[src/rtl/exp_job_sequencer.sv]
// exp_job_sequencer: 4-deep operand FIFO feeding a start/done exp engine, one job at a time, results in order.
// Optional watchdog enabled by defining SEQ_TIMEOUT_EN.
module exp_job_sequencer #(
  parameter int XW = 16,
  parameter int RW = 18
) (
  input  logic          clk,
  input  logic          rst,
  input  logic          in_valid,
  input  logic [XW-1:0] in_data,
  output logic          in_ready,
  output logic          eng_start,
  output logic [XW-1:0] eng_x,
  input  logic          eng_done,
  input  logic [RW-1:0] eng_result,
  output logic          out_valid,
  output logic [RW-1:0] out_data,
  input  logic          out_ready,
  output logic          busy,
  output logic          err
);
  typedef enum logic [2:0] {IDLE, LAUNCH, WAIT_BUSY, WAIT_DONE, CAPTURE} state_t;
  state_t state, state_n;
  logic [XW-1:0] mem [4];
  logic [1:0] wp, rp;
  logic [2:0] count;
  logic push, pop, cap, timeout;
  assign in_ready = count < 3'd4;
  assign push = in_valid && in_ready;
  assign pop = state == IDLE && count != 3'd0 && eng_done;
  assign cap = state == CAPTURE && (!out_valid || out_ready);
  assign busy = state != IDLE;
  always_comb begin
    state_n = state;
    case (state)
      IDLE:      state_n = pop ? LAUNCH : IDLE;
      LAUNCH:    state_n = WAIT_BUSY;
      WAIT_BUSY: state_n = timeout ? IDLE : eng_done ? WAIT_BUSY : WAIT_DONE;
      WAIT_DONE: state_n = timeout ? IDLE : eng_done ? CAPTURE : WAIT_DONE;
      CAPTURE:   state_n = cap ? IDLE : CAPTURE;
      default:   state_n = IDLE;
    endcase
  end
  always_ff @(posedge clk)
    if (push) mem[wp] <= in_data;
  always_ff @(posedge clk or negedge rst)
    if (!rst) begin
      state <= IDLE;
      wp <= '0;
      rp <= '0;
      count <= '0;
      eng_start <= 1'b0;
      eng_x <= '0;
      out_valid <= 1'b0;
      out_data <= '0;
    end else begin
      state <= state_n;
      wp <= push ? wp + 2'd1 : wp;
      rp <= pop ? rp + 2'd1 : rp;
      count <= count + {2'b0, push} - {2'b0, pop};
      eng_start <= state_n == LAUNCH;
      eng_x <= pop ? mem[rp] : eng_x;
      out_valid <= cap ? 1'b1 : (out_valid && out_ready) ? 1'b0 : out_valid;
      out_data <= cap ? eng_result : out_data;
    end
`ifdef SEQ_TIMEOUT_EN
  logic [7:0] wd;
  logic err_q;
  // Counts from the LAUNCH cycle so err lands 255 cycles after LAUNCH is entered
  assign timeout = (state == WAIT_BUSY || state == WAIT_DONE) && wd == 8'd254;
  assign err = err_q;
  always_ff @(posedge clk or negedge rst)
    if (!rst) begin
      wd <= '0;
      err_q <= 1'b0;
    end else begin
      wd <= state_n == LAUNCH ? 8'd0 : (state == LAUNCH || state == WAIT_BUSY || state == WAIT_DONE) ? wd + 8'd1 : wd;
      err_q <= err_q || timeout;
    end
`else
  assign timeout = 1'b0;
  assign err = 1'b0;
`endif
endmodule

[config.mk]
export PLATFORM = sky130hd
export DESIGN_NAME = exp_job_sequencer
export DESIGN_NICKNAME = d
export VERILOG_FILES = /design/src/rtl/exp_job_sequencer.sv
export SDC_FILE = /design/constraint.sdc
export NUM_CORES = 1
export LEC_CHECK = 0
export BUFFER_PORTS_ARGS = -buffer_cell sky130_fd_sc_hd__buf_2
export CELL_PAD_IN_SITES_DETAIL_PLACEMENT = 0
export CELL_PAD_IN_SITES_GLOBAL_PLACEMENT = 2
export CORE_ASPECT_RATIO = 2
export CORE_MARGIN = 5
export CORE_UTILIZATION = 39
export DETAILED_ROUTE_END_ITERATION = 16
export PLACE_DENSITY = 0.81
export SLEW_MARGIN = 40
export SYNTH_ARGS = -nofsm -noshare
export SYNTH_HDL_FRONTEND = slang
export SYNTH_SLANG_ARGS = --single-unit
[constraint.sdc]
create_clock -name clk -period 5.6 [get_ports clk]
set_input_delay 1.12 -clock clk [delete_from_list [all_inputs] [get_ports clk]]
set_output_delay 1.12 -clock clk [all_outputs]
set_load 0.03 [all_outputs]
==> impl_metrics.csv, run 1 <==
group,metric,value,unit
drt,routed-via-count,2081,
logic_synthesis,ys_warn_count,0,
placed_design,dp_worst_setup_slack,2680,ps
final_layout,final.fill_count,911,
cts,clock_sinks,110,
cts,cts_root_buffer,"clkbuf_16",
cts,cts_hold_repair.buffers,0,
logic_synthesis,ys_seq_elements,110,
logic_synthesis,synth_area_leaders,"edfxtp_1, dfrtp_1, mux2_2, mux4_2, mux4_1",
flow_run,maximum_capacitance_violations,0,
drt,drc_violations,0,
final_layout,share_of_post_route_cells_with_drive_strength_above_1,49.3,%
cts,cts.htree.levels,3,
timing,final_max_slew_viol_count,0,
placed_design,placement.io_buffers,76,
power,p_seq_share,45.4,%
worst_setup_path,timing.critical_path.required,5830,ps
logic_synthesis,synthCells,212,
grt,grt.total_usage,12.0,%
cts,worstSkewPairLatency,340,ps
timing,total_neg_setup_slack,0,ps
logic_synthesis,syn_area_per_cell,19.8,um2
logic_synthesis,post-synth-top-area-fraction,45.7,%
floorplan,die_x,83.4,um
logic_synthesis,synth.distinct_cells,30,
cts,clock_tree_from_tritoncts,"built",
grt,grt_antenna_before_repair,0,
cts,clock_slew_seen_by_the_registers_of_the_worst_setup_and_hold_paths,70,ps
floorplan,floorplan.rows,53,
final_layout,number_of_nets_in_the_finished_design,336,
logic_synthesis,synth_fp_nets,257,
logic_synthesis,synth-async-reset-ratio,41.8,%
timing,timing_worst_slew_pin_value,805,ps
power,power_density,552,nW/um2
worst_setup_path,cp_max_fo,9,
placed_design,dp.final_hpwl,4.87,mm
timing,final-setup-viol-count,0,
final_layout,seq_area,3070,um2
placed_design,dpl_cell_area,4700,um2
floorplan,die_height,157,um
logic_synthesis,post_synth_instance_area,4210,um2
drt,antenna_left,0,
grt,grt_first_pass_wirelength,12.0,mm
power,total_power_consumption,2.76,mW
timing,finalHoldViolCount,0,
floorplan,die_area,13100,um2
cts,cts-resized-gates,0,
floorplan,floorplan.initialDensity,39.9,%
worst_setup_path,endpoint_kind,"flip-flop",
drt,drt_first_pass_iters,4,
logic_synthesis,synth_edf_count,64,
timing,period_minus_slack,2460,ps
power,p_int,1.81,mW
timing,setup_repair_after_global_routing_missed_its_margin,"false",
power,clock_power_share,22.2,%
timing,fin_crit_sh,44.0,%
power,peakVddDrop,0.228,mV
floorplan,core,10500,um2
timing,max_transition_margin,46.3,%
cts,ctsLongestPathBuffers,2,
logic_synthesis,ys.flop_type,"edfxtp_1",
cts,cts_buffers,9,
timing,fin_worst_skew,7.54,ps
cts,post_cts_setup_driven_buffer_insertion_count,0,
logic_synthesis,synth_seq_area_share,73.1,%
final_layout,area_delta_synth_final,18.7,%
outcome,run_status,"finished, final reports clean",
drt,routedWlPerCell,16.6,um
placed_design,routabilityCongestion,0.682,
grt,via_count_of_the_first_global_routing_pass,2348,
logic_synthesis,count_leader_synth,"edfxtp_1",
worst_setup_path,timing.critical_path.arrival,2690,ps
drt,drt_iter0_drc,72,
worst_setup_path,path_class,"in -> reg",
power,static-leakage-power,2.03,nW
timing,setup_slack,3140,ps
logic_synthesis,synth.top_cells.by_count,"edfxtp_1, dfrtp_1, mux2_2, mux4_2, inv_1",
timing,max_clock_freq,0.406,GHz
grt,globalRoute.totalOverflow,0,
drt,drt-total-wl,7.20,mm
worst_hold_path,hold_path_class,"reg -> reg",
drt,post_drt_via_cell_ratio,4.81,
final_layout,insertedDiodeCount,0,
worst_setup_path,critical_path_startpoint_category,"primary input",
timing,fin_hold_ws,499,ps
grt,pin_count_of_the_biggest_net_entering_global_routing,47,
power,power_switching_share,34.4,%
final_layout,multi_input_area,1040,um2
logic_synthesis,yosys_top_cell_by_area,"edfxtp_1",
power,power_switching,0.949,mW
final_layout,finish.instance_area,4990,um2
power,power.combinational.fraction,32.4,%
floorplan,io_pins,78,
==> final cells by class <==
class                      count  area share (%)
sequential                   110            61.6
multi-input combinational     86            20.8
timing repair buffer          77            7.82
clock buffer                  10            5.01
tap                          137            3.43
clock inverter                 6           0.827
inverter                       7           0.526
==> state kept, by name, summed over array words and instances, names as in the netlist <==
signal / cells
count: 3
rp: 2
out_data: 18
out_valid: 1
eng_x: 16
mem: 64
wp: 2
state: 3
eng_start: 1
==> worst max-delay path, cell delays in order <==
cell     delay, ps
buf_2           70
nor2b_1        460
xnor2_1        190
ha_1           160
inv_1           40
fa_1           370
xnor2_1        150
xnor2_1        120
==> path summary, 6_finish.rpt <==
kind,start,to,slack (ps),depth (start not counted)
worst max-delay path,in_valid,count[2]$_DFF_PN0_,3140,8
worst min-delay path,count[0]$_DFF_PN0_,count[0]$_DFF_PN0_,500,1
worst max register to register,count[2]$_DFF_PN0_,count[2]$_DFF_PN0_,3400,7
worst min register to register,count[0]$_DFF_PN0_,count[0]$_DFF_PN0_,500,1
max in group asynchronous,rst,rp[0]$_DFFE_PN0P_,4380,1
min in group asynchronous,rst,out_data[1]$_DFFE_PN0P_,790,1
==> placed cells by master, fill, tap and decap left out, types with 2 or more instances in the layout <==
cell type   n
and2_2      4
inv_1       7
ha_1        5
clkinv_2    2
mux4_1      5
clkbuf_16  10
edfxtp_1   64
xnor2_1     6
inv_6       2
mux2_2     34
nand2b_1    2
dfrtp_1    45
o21ai_0     2
buf_4       2
mux4_2     11
nand2_1     4
buf_2      75
==> cells by family (layout without fill, tap and decap cells) <==
group | Yosys count | in the layout | share of synthesized area (%)
AO/OA/AOI/OAI | 3 | 3 | 0.387
other | 1 | 1 | 0.0892
adder cells (fa/ha/maj) | 6 | 6 | 1.96
AND/OR/NAND/NOR | 20 | 20 | 2.80
XOR/XNOR | 6 | 6 | 1.25
multiplexers | 50 | 50 | 18.1
buffers and inverters | 16 | 100 | 2.32
flip-flops | 110 | 110 | 73.1
==> layer usage <==
metal	track usage [%]	up-vias	routed length, um
li1	-	952	-
met1	13.2	1056	2730
met2	21.2	62	3880
met3	3.37	11	418
met4	6.13	0	171
met5	0	-	0
==> power by group through the flow <==
| stage | clock network [mW] | logic (mW) | registers [mW] |
|---|---|---|---|
| 4_1_cts | 0.632 | 0.914 | 1.26 |
| 6_report | 0.612 | 0.894 | 1.25 |
| 3_5_place_dp | 0 | 0.913 | 1.28 |
| 5_1_grt | 0.666 | 0.972 | 1.29 |
| 3_3_place_gp | 0 | 0.901 | 1.27 |
| 2_1_floorplan | 0 | 0.491 | 1.44 |
==> stage by stage <==
step | cells | utilization (%)
5_1_grt | 433 | 47.4
2_1_floorplan | 212 | -
6_report | 433 | 47.4
4_1_cts | 433 | 47.3
3_3_place_gp | 417 | 44.5
3_5_place_dp | 417 | 44.5
(Power assumes the default switching activity.)
==> inputs of run 2 (changes only) <==
--- a/config.mk
+++ b/config.mk
@@ -10,9 +10,9 @@
 export CELL_PAD_IN_SITES_GLOBAL_PLACEMENT = 2
 export CORE_ASPECT_RATIO = 2
 export CORE_MARGIN = 5
-export CORE_UTILIZATION = 39
+export CORE_UTILIZATION = 37
 export DETAILED_ROUTE_END_ITERATION = 16
-export PLACE_DENSITY = 0.81
+export PLACE_DENSITY = 0.8
 export SLEW_MARGIN = 40
 export SYNTH_ARGS = -nofsm -noshare
 export SYNTH_HDL_FRONTEND = slang
==> constraint.sdc (replaced) <==
create_clock -name clk -period 2.1 [get_ports clk]
set_input_delay 0.42 -clock clk [delete_from_list [all_inputs] [get_ports clk]]
set_output_delay 0.42 -clock clk [all_outputs]
set_load 0.03 [all_outputs]
==> run 2 against run 1 <==
  * Routed wire length is 7.6% higher
  * Critical path depth stayed put
  * Clock-buffer cell count stayed put
  * Sequential share of layout area is 1.9 points lower
  * Combinational power grew to 3.1 times the previous value
  * Global-route usage is 0.18 points higher
  * Cell area is 3.1% higher
  * Clock power grew to 3.0 times the previous value
  * Largest cell class unchanged
  * Highest routed layer unchanged
==> impl_metrics.csv, run 2 (same netlist as run 1, synthesis figures left out) <==
group,metric,value,unit
timing,fin_worst_skew,6.03,ps
final_layout,share_of_post_route_cells_with_drive_strength_above_1,50.6,%
drt,post_drt_via_cell_ratio,4.72,
placed_design,dp.final_hpwl,5.38,mm
floorplan,die_height,161,um
worst_setup_path,critical_path.max_stage_delay,400,ps
worst_setup_path,endpoint_kind,"flip-flop",
power,power_density,1510,nW/um2
final_layout,layout.cells.most_common_list,"buf_2, edfxtp_1, dfrtp_1",
cts,worstSkewPairLatency,340,ps
drt,drt_first_pass_iters,4,
power,clock_power_share,23.8,%
grt,grt_first_pass_wirelength,12.5,mm
final_layout,max_ffs_per_register,64,
final_layout,finish.instance_area,5150,um2
floorplan,floorplan.rows,55,
drt,drt-total-wl,7.75,mm
final_layout,final.fill_count,985,
drt,drc_violations,0,
worst_setup_path,critical_path_startpoint_category,"flip-flop",
worst_setup_path,cp.buffers_inverters,1,
cts,cts_buffers,9,
flow_run,maximum_capacitance_violations,0,
final_layout,layout.cells.most_common,"buf_2",
floorplan,die_area,13700,um2
cts,cts_root_buffer,"clkbuf_16",
grt,gr-usage-met2,23.1,%
drt,routed-via-count,2125,
worst_setup_path,cp_max_fo,3,
timing,total_neg_setup_slack,0,ps
worst_setup_path,worst_path_dominant_cell_family,"adder cells",
final_layout,area_delta_synth_final,22.5,%
cts,clock_tree_from_tritoncts,"built",
cts,cts.htree.levels,3,
final_layout,largest_register,"mem",
grt,grt.total_usage,12.2,%
worst_setup_path,critical-path-slowest-cell,"or3_1",
final_layout,number_of_nets_in_the_finished_design,348,
worst_setup_path,timing.critical_path.arrival,2220,ps
drt,drt_iter0_drc,71,
timing,max_transition_margin,63.4,%
worst_setup_path,path_class,"reg -> reg",
worst_setup_path,timing.critical_path.required,2330,ps
cts,clock_slew_seen_by_the_registers_of_the_worst_setup_and_hold_paths,70,ps
power,total_power_consumption,7.77,mW
drt,routedWlPerCell,17.2,um
power,peakVddDrop,0.656,mV
timing,fin_crit_sh,94.8,%
timing,max_clock_freq,0.502,GHz
floorplan,io_pins,78,
placed_design,dpl_cell_area,4800,um2
floorplan,die_x,85.4,um
grt,grt_antenna_before_repair,0,
cts,clock_sinks,110,
cts,ctsLongestPathBuffers,2,
final_layout,insertedDiodeCount,0,
power,power_switching_share,33.8,%
floorplan,floorplan.initialDensity,37.5,%
drt,antenna_left,0,
power,power.combinational.fraction,35.3,%
timing,fin_hold_ws,53.4,ps
worst_hold_path,hold_path_class,"in -> async",
timing,period_minus_slack,1990,ps
grt,via_count_of_the_first_global_routing_pass,2388,
grt,globalRoute.totalOverflow,0,
grt,groute.layer.met1.usage,12.0,%
timing,final_max_slew_viol_count,0,
timing,finalHoldViolCount,0,
floorplan,core,11200,um2
outcome,run_status,"finished, final reports clean",
timing,final-setup-viol-count,0,
cts,cts_hold_repair.buffers,0,
final_layout,multi_input_area,1050,um2
placed_design,placement.io_buffers,76,
grt,grt_util_met3,2.93,%
power,p_int,5.14,mW
placed_design,routabilityCongestion,0.691,
grt,pin_count_of_the_biggest_net_entering_global_routing,21,
power,static-leakage-power,2.12,nW
worst_setup_path,path_common_cell,"xnor2_1",
power,p_seq_share,40.9,%
timing,setup_repair_after_global_routing_missed_its_margin,"false",
power,power_switching,2.62,mW
timing,timing_worst_slew_pin_value,549,ps
final_layout,seq_area,3070,um2
grt,busiest_grt_layer,"met2",
final_layout,largest_registers,"mem x64, out_data x18, eng_x x16",
worst_setup_path,crit_path_cell_trace,"or3_1 -> nand3_2 -> xnor2_1 -> ha_1 -> inv_1 -> fa_2 -> xnor2_2 -> xnor2_1",
-- run 2: cell count changes in the layout (fill, tap and decap cells not counted), sizes merged --
| cell | delta |
|---|---|
| clkinvlp | -1 |
| clkinv | -1 |
| buf | +12 |
| bufinv | +2 |
-- run 2: repair_timing --
item | 4_1_cts | 5_1_grt
hold endpoints to repair | 0 | 0
endpoints found under the setup margin | 0 | 1
setup buffers | 0 | 1
gates resized for setup | 0 | 3
-- run 2: final cells by class --
cell class                 count  area share [%]
sequential                   110            59.7
multi-input combinational     86            20.4
timing repair buffer          89            9.52
clock buffer                  10            4.45
tap                          142            3.45
clock inverter                 6            1.99
inverter                       7           0.510
-- run 2: final timing paths --
| path | startpoint | end | slack [ps] | cells past startpoint |
|---|---|---|---|---|
| max in group asynchronous | rst | state[1]$_DFF_PN0_ | 1400 | 2 |
| min reg2reg | out_data[3]$_DFFE_PN0P_ | out_data[3]$_DFFE_PN0P_ | 500 | 1 |
| max | count[2]$_DFF_PN0_ | count[2]$_DFF_PN0_ | 110 | 8 |
| min | rst | eng_x[8]$_DFFE_PN0P_ | 50 | 1 |
| min in group clk | in_data[2] | mem[2][2]$_DFFE_PP_ | 290 | 1 |
| max reg2reg | count[2]$_DFF_PN0_ | count[2]$_DFF_PN0_ | 110 | 8 |
-- run 2: power by group through the flow --
stage | Clock [mW] | Sequential, mW | Combinational [mW]
6_report | 1.85 | 3.17 | 2.74
5_1_grt | 1.99 | 3.25 | 2.98
4_1_cts | 1.92 | 3.18 | 2.77
3_5_place_dp | 0 | 3.23 | 2.77
3_3_place_gp | 0 | 3.20 | 2.72
2_1_floorplan | 0 | 3.85 | 1.32
-- run 2: metrics by stage --
step,setup slack [ps],utilization [%],instances
2_1_floorplan,22.8,-,212
3_3_place_gp,155,42.8,433
3_5_place_dp,109,42.8,433
4_1_cts,83.8,45.7,449
5_1_grt,21.4,45.9,450
6_report,108,45.9,450
-- run 2: routing by layer --
layer,part of all wire [%],vias up
met4,2.0,0
met1,35,1086
met2,59,56
met3,4.9,10
li1,-,973
met5,0,-
